$ cat src/rtl/ps2_pkg.sv
// ps2_pkg: shared PS/2 types, command bytes and time conversion
package ps2_pkg;
  typedef enum logic [2:0] {
    IDLE, INHIBIT, REQ, DATA, PARITY, STOP, ACK, RELEASE
  } ps2_tx_state_e;
  localparam logic [7:0] PS2_CMD_SET_LEDS = 8'hED;
  localparam logic [7:0] PS2_CMD_ENABLE   = 8'hF4;
  localparam logic [7:0] PS2_CMD_RESET    = 8'hFF;
  // 64-bit product so 15 ms at 50 MHz and similar do not overflow
  function automatic logic [31:0] us_to_cycles(input int unsigned clk_hz, input int unsigned us);
    return 32'((64'(clk_hz) * 64'(us)) / 64'd1_000_000);
  endfunction
endpackage

$ cat src/rtl/ps2_line_filter.sv
// ps2_line_filter: 2-flop synchronizer, FILT_LEN-sample glitch filter, falling-edge flag
//   clk_i   system clock
//   rst_ni  async active-low reset; line assumed idle high
//   raw_i   raw pad level
//   level_o filtered level
//   fall_o  one-cycle pulse on a filtered 1->0 transition
module ps2_line_filter #(
  parameter int unsigned FILT_LEN = 8
) (
  input  logic clk_i,
  input  logic rst_ni,
  input  logic raw_i,
  output logic level_o,
  output logic fall_o
);
  logic [1:0] sync_q;
  logic [FILT_LEN-1:0] hist_q;
  logic level_q, level_d, fall_q;
  assign level_d = &hist_q ? 1'b1 : ~|hist_q ? 1'b0 : level_q;
  assign level_o = level_q;
  assign fall_o = fall_q;
  always_ff @(posedge clk_i or negedge rst_ni) begin
    if (!rst_ni) begin
      sync_q <= '1;
      hist_q <= '1;
      level_q <= 1'b1;
      fall_q <= 1'b0;
    end else begin
      sync_q <= {sync_q[0], raw_i};
      hist_q <= {hist_q[FILT_LEN-2:0], sync_q[1]};
      level_q <= level_d;
      fall_q <= level_q & ~level_d;
    end
  end
endmodule

$ cat src/rtl/ps2_host_tx.sv
// ps2_host_tx: PS/2 host-to-device command transmitter
//   CLOCK_50 / RESET_N        system clock, async active-low reset
//   tx_valid/tx_data/tx_ready byte handshake, accepted only when idle
//   tx_done / tx_err          one-cycle result pulses (ACK seen / timeout or no ACK)
//   ps2_clk_in / ps2_dat_in   raw pad levels
//   ps2_clk_oe / ps2_dat_oe   1 = pull pad low, 0 = release
module ps2_host_tx
  import ps2_pkg::*;
#(
  parameter int unsigned CLK_HZ     = 50_000_000,
  parameter int unsigned INHIBIT_US = 120,
  parameter int unsigned TIMEOUT_US = 15000,
  parameter int unsigned FILT_LEN   = 8
) (
  input  logic       CLOCK_50,
  input  logic       RESET_N,
  input  logic       tx_valid,
  input  logic [7:0] tx_data,
  output logic       tx_ready,
  output logic       tx_done,
  output logic       tx_err,
  input  logic       ps2_clk_in,
  input  logic       ps2_dat_in,
  output logic       ps2_clk_oe,
  output logic       ps2_dat_oe
);
  localparam logic [31:0] INH_CYC = us_to_cycles(CLK_HZ, INHIBIT_US);
  localparam logic [31:0] TO_CYC  = us_to_cycles(CLK_HZ, TIMEOUT_US);
  localparam logic [31:0] PRE_CYC = us_to_cycles(CLK_HZ, 2);
  ps2_tx_state_e state_q, state_d;
  logic [2:0] cnt_q, cnt_d;
  logic [7:0] data_q, data_d;
  logic [31:0] tmr_q, tmr_d;
  logic par_q, par_d, clk_oe_q, clk_oe_d, dat_oe_q, dat_oe_d, done_q, done_d, err_q, err_d;
  logic clk_lvl, clk_fall, dat_lvl, dat_fall_unused, busy;
  ps2_line_filter #(.FILT_LEN(FILT_LEN)) u_clk_filt (
    .clk_i(CLOCK_50), .rst_ni(RESET_N), .raw_i(ps2_clk_in), .level_o(clk_lvl), .fall_o(clk_fall)
  );
  ps2_line_filter #(.FILT_LEN(FILT_LEN)) u_dat_filt (
    .clk_i(CLOCK_50), .rst_ni(RESET_N), .raw_i(ps2_dat_in), .level_o(dat_lvl), .fall_o(dat_fall_unused)
  );
  // device-paced states: clock edges count and the timeout is armed
  assign busy = (state_q != IDLE) && (state_q != INHIBIT);
  assign tx_ready = state_q == IDLE;
  assign tx_done = done_q;
  assign tx_err = err_q;
  assign ps2_clk_oe = clk_oe_q;
  assign ps2_dat_oe = dat_oe_q;
  always_comb begin
    state_d = state_q;
    cnt_d = cnt_q;
    data_d = data_q;
    par_d = par_q;
    done_d = 1'b0;
    err_d = 1'b0;
    case (state_q)
      IDLE: if (tx_valid) begin
        state_d = INHIBIT;
        data_d = tx_data;
        par_d = ~^tx_data;
      end
      INHIBIT: if (tmr_q == '0) state_d = REQ;
      REQ: if (clk_fall) begin
        state_d = DATA;
        cnt_d = '0;
      end
      DATA: if (clk_fall) begin
        cnt_d = cnt_q + 3'd1;
        state_d = (cnt_q == 3'd7) ? PARITY : DATA;
      end
      PARITY: if (clk_fall) state_d = STOP;
      // device samples the stop bit on its rising edge; ACK edge follows
      STOP: if (clk_lvl) state_d = ACK;
      ACK: if (clk_fall) begin
        state_d = dat_lvl ? IDLE : RELEASE;
        err_d = dat_lvl;
      end
      RELEASE: if (clk_lvl && dat_lvl) begin
        state_d = IDLE;
        done_d = 1'b1;
      end
      default: state_d = IDLE;
    endcase
    if (busy && tmr_q == '0) begin
      state_d = IDLE;
      done_d = 1'b0;
      err_d = 1'b1;
    end
    // one down-counter times both the inhibit period and the device timeout
    tmr_d = (state_d != state_q || (busy && clk_fall)) ? ((state_d == INHIBIT) ? INH_CYC - 32'd1 : TO_CYC - 32'd1)
          : (tmr_q == '0) ? '0 : tmr_q - 32'd1;
    clk_oe_d = state_d == INHIBIT;
    dat_oe_d = (state_d == INHIBIT) ? (tmr_d < PRE_CYC)
             : (state_d == REQ) ? 1'b1
             : (state_d == DATA) ? ~data_q[cnt_d]
             : (state_d == PARITY) ? ~par_q : 1'b0;
  end
  always_ff @(posedge CLOCK_50 or negedge RESET_N) begin
    if (!RESET_N) begin
      state_q <= IDLE;
      cnt_q <= '0;
      data_q <= '0;
      par_q <= 1'b0;
      tmr_q <= '0;
      clk_oe_q <= 1'b0;
      dat_oe_q <= 1'b0;
      done_q <= 1'b0;
      err_q <= 1'b0;
    end else begin
      state_q <= state_d;
      cnt_q <= cnt_d;
      data_q <= data_d;
      par_q <= par_d;
      tmr_q <= tmr_d;
      clk_oe_q <= clk_oe_d;
      dat_oe_q <= dat_oe_d;
      done_q <= done_d;
      err_q <= err_d;
    end
  end
endmodule

$ cat config.mk
export PLATFORM = sky130hd
export DESIGN_NAME = ps2_host_tx
export DESIGN_NICKNAME = d
export VERILOG_FILES = /design/src/rtl/ps2_pkg.sv /design/src/rtl/ps2_line_filter.sv /design/src/rtl/ps2_host_tx.sv
export SDC_FILE = /design/constraint.sdc
export NUM_CORES = 1
export LEC_CHECK = 0
export BUFFER_PORTS_ARGS = -buffer_cell sky130_fd_sc_hd__buf_2
export CAP_MARGIN = 10
export CORE_MARGIN = 2
export CORE_UTILIZATION = 50
export DETAILED_ROUTE_END_ITERATION = 8
export PLACE_DENSITY = 0.78
export SETUP_SLACK_MARGIN = 0.4
export SYNTH_ARGS = -nofsm -noshare
export SYNTH_HDL_FRONTEND = slang
export SYNTH_SLANG_ARGS = --single-unit
$ cat constraint.sdc
create_clock -name CLOCK_50 -period 3.9 [get_ports CLOCK_50]
set_clock_uncertainty 0.15 [all_clocks]
set_input_delay 0.39 -clock CLOCK_50 [delete_from_list [all_inputs] [get_ports CLOCK_50]]
set_output_delay 0.39 -clock CLOCK_50 [all_outputs]
set_load 0.005 [all_outputs]
==> summary.txt, run 1 <==
Run status
  • Status: finished, final reports clean

Die
  • FP Rows: 32
  • Chip width: roughly 93 microns
  • Initial Util: between 50% and 60%
  • Top-Level Pins: 18
  • Die Footprint: between 0.008 and 0.009 sq mm
  • Core area: between 0.007 and 0.008 sq mm
  • Die Ht: 93.2 microns

Global routing
  • Most Used Layer, Global Route: met2
  • Pin count of the biggest net entering global routing: 48
  • Grt ovf: 0
  • Total track usage: between 20% and 30%
  • M2 GR Usage: between 30% and 40%
  • Number of global-route vias before repair: just over 3,000
  • Initial antenna violation count: 0
  • First-pass GRT wire length: ~15 mm
  • M1 GR Usage: approximately 30%
  • Met3 usage: between 3 and 4%

Final layout
  • Commonest non-fill, non-tap cell in the layout: nand2_1
  • Most frequent cells in the layout: nand2_1, dfrtp_1, nor2_1
  • Area occupied by multi-input gates: ~0.0020 sq mm
  • FILL cells: between 600 and 700
  • Non-Filler Instances: between 500 and 600
  • N_diodes: 0
  • Share of cells above drive strength 1: between 10% and 20%
  • Fin util: ~57%
  • Post-route design area: 0.00441 sq mm
  • FF+latch area: about 0.0019 sq mm
  • NumNets Final: 455
  • Area delta synth->final: 10.7%

Placement
  • Final GP Congestion: just under 0.9
  • DP Area: about 0.0042 sq mm
  • Detail Placement HPWL: around 5.9 mm
  • I/O Buffers: 17
  • Pre-CTS WS: 0.405 ns
  • Dpl cells: 525

Drt
  • Drt total wl: approximately 8.2 mm
  • DRT iter0 DRCs: 304
  • Detailed Routing Iterations Pass 1: 4
  • Vias/cell: about 5.8
  • Total number of vias: 3,172
  • Antenna viol nets, final: 0
  • Avg WL per Cell: 15.1 microns
  • DR DRC count: 0

STA
  • Least-Margin Pin Slew: roughly 0.8 ns
  • Period utilization: 85.3%
  • Worst slew margin: 46.1%
  • Min Clock Period, post-route: between 3 and 4 ns
  • Max Freq: between 300 and 400 MHz
  • Fin. Hold Viols: 0
  • Setup violators final: 0
  • Final Slew Violations: 0
  • Setup TNS Final: 0 ns
  • Final setup margin: between 0.5 and 0.6 ns
  • Unrepaired setup endpoints after global routing: no

Setup path
  • Worst setup path start: tmr_q[0]
  • Crit-path max FO: 12
  • Reg2reg start: tmr_q[0]
  • Worst path max stage delay: 0.54 ns
  • Worst path buffer plus inverter count: 2
  • Critical Path Source Type: flop
  • Critical path required time: approximately 4 ns
  • WS Path Type: flop to flop
  • Worst path slowest cell: or4_1
  • CP Cell Sequence: inv_1, ha_1, nor4b_4, nand3_1, buf_4, o21a_1, or4_1, nor4_1, a211oi_1, o32ai_1
  • Register-to-register setup slack: approximately 0.57 ns
  • Crit. End Element: flop
  • CP top delay family: simple AND/OR/NAND/NOR gates
  • Crit path arrival time: between 3 and 4 ns

Clock tree
  • Worst skew pair latency: approximately 0.35 ns
  • Clock slew at reported path FFs: around 0.08 ns
  • Root buffer cell: clkbuf_8
  • CTS sink count: 74
  • CTS tree: yes
  • CTS buffer count: 9
  • Depth of the CTS H-tree: 3
  • CTS Buffer Depth: 2

Power and ir drop
  • Psw: 0.000332 W
  • Clock Power Share: 41.1%
  • Gate power share: approximately 3.3%
  • Peak supply drop: 178 uV
  • LEAKAGE: between 1.5 and 2 nW
  • Sw Ratio: between 20% and 30%
  • Int Pwr: 0.00110 W
  • Reg power frac: a little under three fifths
  • Pwr dens: 325 mW/mm^2

Synth
  • Register area share after synthesis: between 40% and 50%
  • Number of distinct library cells after synthesis: 65
  • Number of enable flip-flop cells after synthesis: 0
  • Syn avg cell area: 9.59 sq um
  • Top_reg_cell synth: dfrtp_1
  • Synth Instances: between 400 and 500
  • Share of flip-flops with an asynchronous set or reset: between 90% and 100%
  • Top cells by area, synth: dfrtp_1, dfstp_2, nand2_1
  • Yosys top cell area share: 32.7%
  • #FFs+latches synth: between 70 and 80
  • Synth Cell Area: approximately 0.0040 sq mm
  • Dominant cell type by area after synthesis: dfrtp_1
  • Syn Nets: 432
  • Synth warn: 0

Hold path
  • Hold Crit Class: input port to flop
  • Worst Hold Launch: tx_data[6]

Job
  • Count of max-cap constraint violations: 0
flip-flops by register name, indices dropped and copies added, names as in the netlist:
signal and flops:
tmr_q 32, data_q 8, u_clk_filt.hist_q 8, u_dat_filt.hist_q 8, cnt_q 3, state_q 3
u_clk_filt.sync_q 2, u_dat_filt.sync_q 2, par_q 1, ps2_clk_oe 1, ps2_dat_oe 1, tx_done 1
tx_err 1, u_clk_filt.fall_o 1, u_clk_filt.level_o 1, u_dat_filt.level_o 1
per-stage QoR:
| step | hold slack (ns) | total power, W |
|---|---|---|
| after detailed placement | 0.197 | 0.000858 |
| after CTS | 0.0958 | 0.00145 |
| after global routing | 0.119 | 0.00150 |
| after floorplan | -0.0556 | 0.000828 |
| final | 0.102 | 0.00143 |
| after global placement | 0.196 | 0.000855 |
tightest hold or removal path, delay by kind of cell:
family	cells	cell delay, ns
buf+inv	1	0.09
simple gates	2	0.08
synth_stat cells (3+ instances only):
cell type / n
a211oi_1: 6
nand2_1: 60
nor2_1: 36
buf_2: 3
nor3_1: 11
nand3b_1: 3
nor4_1: 9
xnor2_1: 17
clkbuf_1: 10
inv_1: 9
nand2b_1: 6
o21ai_0: 28
o31ai_1: 3
dfrtp_1: 52
or2_2: 3
dfstp_2: 22
ha_1: 4
a21oi_1: 19
nand4_1: 7
and3_1: 5
or3_1: 4
nor2b_1: 3
xor2_1: 14
or4_1: 6
buf_6: 4
a211o_1: 3
a311o_1: 3
a31oi_1: 4
nand3_1: 12
per-layer routing:
metal / share of wire, % / up-vias
li1: - / 1538
met1: 48 / 1540
met2: 47 / 82
met3: 3.9 / 12
met4: 1.6 / 0
met5: 0 / -
path summary, 6_finish.rpt:
| kind | endpoint | depth (start not counted) |
|---|---|---|
| max | ps2_dat_oe | 10 |
| min | data_q[6] | 3 |
| max reg2reg | ps2_dat_oe | 10 |
| min reg2reg | u_clk_filt.hist_q[0] | 0 |
| max in group asynchronous | tmr_q[1] | 3 |
| min in group asynchronous | data_q[5] | 2 |
final cells by class:
type,count,share of cell area [%]
repair buffers,30,4.32
well taps,102,2.90
multi-input cells,314,44.7
clock buffers,11,3.69
flip-flops and latches,74,42.7
clock inverters,5,0.937
inverters,9,0.767
cell families (layout without fill, tap and decap cells):
kind of cell             after synthesis  after routing  synth area share, %
AO/OA/AOI/OAI                         93             93                 15.4
XOR/XNOR                              31             31                 6.82
adder cells (fa/ha/maj)                4              4                 1.26
buffers and inverters                 27             55                 3.39
flip-flops                            74             74                 47.2
multiplexers                           2              2                0.503
AND/OR/NAND/NOR                      184            184                 25.4
power by group through the flow:
stage          combinational [W]  clock [W]  sequential (W)
2_1_floorplan          0.0000194          0        0.000809
3_3_place_gp           0.0000449          0        0.000810
3_5_place_dp           0.0000468          0        0.000811
4_1_cts                0.0000491   0.000603        0.000797
5_1_grt                0.0000547   0.000645        0.000800
6_report               0.0000475   0.000589        0.000797
what timing repair did:
item | CTS | global route
endpoints found under the hold margin | 27 | 0
buffers inserted | 0 | 1
gates resized for setup | 1 | 2
setup endpoints to repair | 2 | 13
hold buffers | 3 | 0
(Power assumes the default switching activity.)
==> inputs of run 2 (changes only) <==
--- a/config.mk
+++ b/config.mk
@@ -10,7 +10,8 @@
 export CORE_MARGIN = 2
 export CORE_UTILIZATION = 50
 export DETAILED_ROUTE_END_ITERATION = 8
-export PLACE_DENSITY = 0.78
+export GPL_TIMING_DRIVEN = 1
+export PLACE_DENSITY = 0.67
 export SETUP_SLACK_MARGIN = 0.4
 export SYNTH_ARGS = -nofsm -noshare
 export SYNTH_HDL_FRONTEND = slang
==> summary.txt, run 2 (synthesis results as in run 1) <==
Run status
  • Status: finished, final reports clean

Placement
  • Detail Placement HPWL: roughly 6 mm
  • Final GP Congestion: 0.862
  • I/O Buffers: 17

Drt
  • Avg WL per Cell: between 15 and 20 microns
  • DRT iter0 DRCs: approximately 180
  • Detailed Routing Iterations Pass 1: 5
  • DR DRC count: 0
  • Vias/cell: approximately 5.8
  • Antenna viol nets, final: 0
  • Drt total wl: roughly 8.6 mm
  • Total number of vias: 3,126

Final layout
  • Area delta synth->final: 9.62%
  • Share of cells above drive strength 1: between 10% and 20%
  • Commonest non-fill, non-tap cell in the layout: nand2_1
  • NumNets Final: 452
  • Largest register FFs: 32
  • N_diodes: 0
  • Most frequent cells in the layout: nand2_1, dfrtp_1, nor2_1
  • Biggest register: tmr_q

Die
  • Chip width: 93.2 microns
  • Die Footprint: roughly 0.0087 sq mm
  • Die Ht: between 90 and 100 microns
  • Initial Util: 51.5%
  • Top-Level Pins: 18
  • FP Rows: 32
  • Core area: 0.00773 sq mm

Clock tree
  • Clock slew at reported path FFs: 0.09 ns
  • CTS Buffer Depth: 2
  • Depth of the CTS H-tree: 3
  • CTS tree: yes
  • CTS buffer count: 9
  • Worst skew pair latency: 0.36 ns
  • CTS sink count: 74
  • Root buffer cell: clkbuf_8

Setup path
  • Worst setup path start: tmr_q[2]
  • Worst path buffer plus inverter count: 0
  • CP top delay family: simple AND/OR/NAND/NOR gates
  • CP Cell Sequence: nor3_1, nand4_2, or2_1, or4b_1, a32oi_1, a211oi_1, o32ai_1
  • Reg2Reg Depth: 7
  • Crit path arrival time: about 3.4 ns
  • Crit-path max FO: 10
  • Worst path slowest cell: nor3_1
  • Critical path required time: around 4.0 ns
  • Terminus of the critical flop-to-flop path: ps2_dat_oe
  • Reg2reg start: tmr_q[2]
  • Worst path max stage delay: between 0.5 and 0.6 ns
  • Crit. End Element: flop
  • WS Path Type: flop to flop
  • Setup crit end: ps2_dat_oe
  • Cell depth of the worst setup path: 7
  • Critical Path Source Type: flop
  • Register-to-register setup slack: between 0.6 and 0.7 ns

Global routing
  • Number of global-route vias before repair: a little over 3,000
  • Total track usage: roughly 22%
  • Grt ovf: 0
  • Initial antenna violation count: 0
  • Pin count of the biggest net entering global routing: between 70 and 80
  • First-pass GRT wire length: about 15 mm

Job
  • Count of max-cap constraint violations: 0

STA
  • Fin. Hold Viols: 0
  • Unrepaired setup endpoints after global routing: no
  • Period utilization: between 80% and 90%
  • Setup violators final: 0
  • Max Freq: a little over 300 MHz
  • Final Slew Violations: 0
  • Least-Margin Pin Slew: between 0.9 and 1 ns
  • Worst slew margin: about two fifths
  • Min Clock Period, post-route: between 3 and 4 ns
  • Setup TNS Final: 0 ns

Power and ir drop
  • Pwr dens: between 300 and 400 mW/mm^2
  • Design Power: between 0.001 and 0.0015 W
  • Peak supply drop: 216 uV
  • LEAKAGE: approximately 1.7 nW

Hold path
  • Hold Crit Class: input port to asynchronous set/reset pin
[run 2: changes by cell type in the layout (fill, tap and decap cells not counted), sizes merged]
cell,change
clkinv,-1
dlygate4sd3,-1
buf,-2
clkinvlp,+1
[run 2: layer usage]
metal  share of wire, %  track usage, %  vias up
li1                   -               -     1535
met1                 47            30.7     1516
met2                 48            34.8       62
met3                3.0            3.63       13
met4                1.6            8.09        0
met5                  0               0        -
[run 2: worst min path at each step]
stage / to / slack [ns] / from / cells after the start
after floorplan: cnt_q[0] / -0.06 / RESET_N / 0
after CTS: ps2_clk_oe / 0.06 / RESET_N / 1
after global placement: u_dat_filt.hist_q[0] / 0.20 / u_dat_filt.sync_q[1] / 0
final: ps2_clk_oe / 0.02 / RESET_N / 1
after detailed placement: u_dat_filt.hist_q[0] / 0.20 / u_dat_filt.sync_q[1] / 0
after global routing: tmr_q[5] / 0.1 / RESET_N / 1
[run 2: area by class of cell]
cell class                 instances  area [sq um]
tap                              102           128
inverter                           9          33.8
clock buffer                      11           153
fill                             697          3360
multi-input combinational        314          1970
sequential                        74          1880
timing repair buffer              27           168
clock inverter                     5          33.8
[run 2: power breakdown]
part           total [W]  switching [W]  leakage (nW)  internal, W
Clock           0.000571       0.000300        0.0957     0.000272
Sequential      0.000798     0.00000932         0.823     0.000788
Combinational  0.0000476      0.0000296         0.783    0.0000180
Total            0.00142       0.000338          1.70      0.00108
[run 2: worst reg2reg max path: stages, from the launching register on]
cell and delay, ns:
dfrtp_1 0.49, nor3_1 0.53, nand4_2 0.37, or2_1 0.41, or4b_1 0.49, a32oi_1 0.33
a211oi_1 0.13, o32ai_1 0.27
[run 2: what timing repair did]
| action | in CTS | in global routing |
|---|---|---|
| endpoints found under the hold margin | 2 | 0 |
| buffers inserted | 0 | 0 |
| setup endpoints to repair | 0 | 10 |
| gates resized for setup | 0 | 1 |
| hold buffers | 2 | 0 |
[run 2: stage by stage]
stage / instance area (sq um) / util [%] / std cells / hold WS (ns) / worst slack, ns
detailed placement: 4150 / 53.8 / 524 / 0.197 / 0.523
global route: 4360 / 56.5 / 542 / 0.0989 / 0.414
floorplan: 3980 / - / 415 / -0.0556 / 1.00
CTS: 4360 / 56.4 / 542 / 0.0593 / 0.513
finish: 4360 / 56.5 / 542 / 0.0214 / 0.636
global placement: 4150 / 53.8 / 524 / 0.196 / 0.620
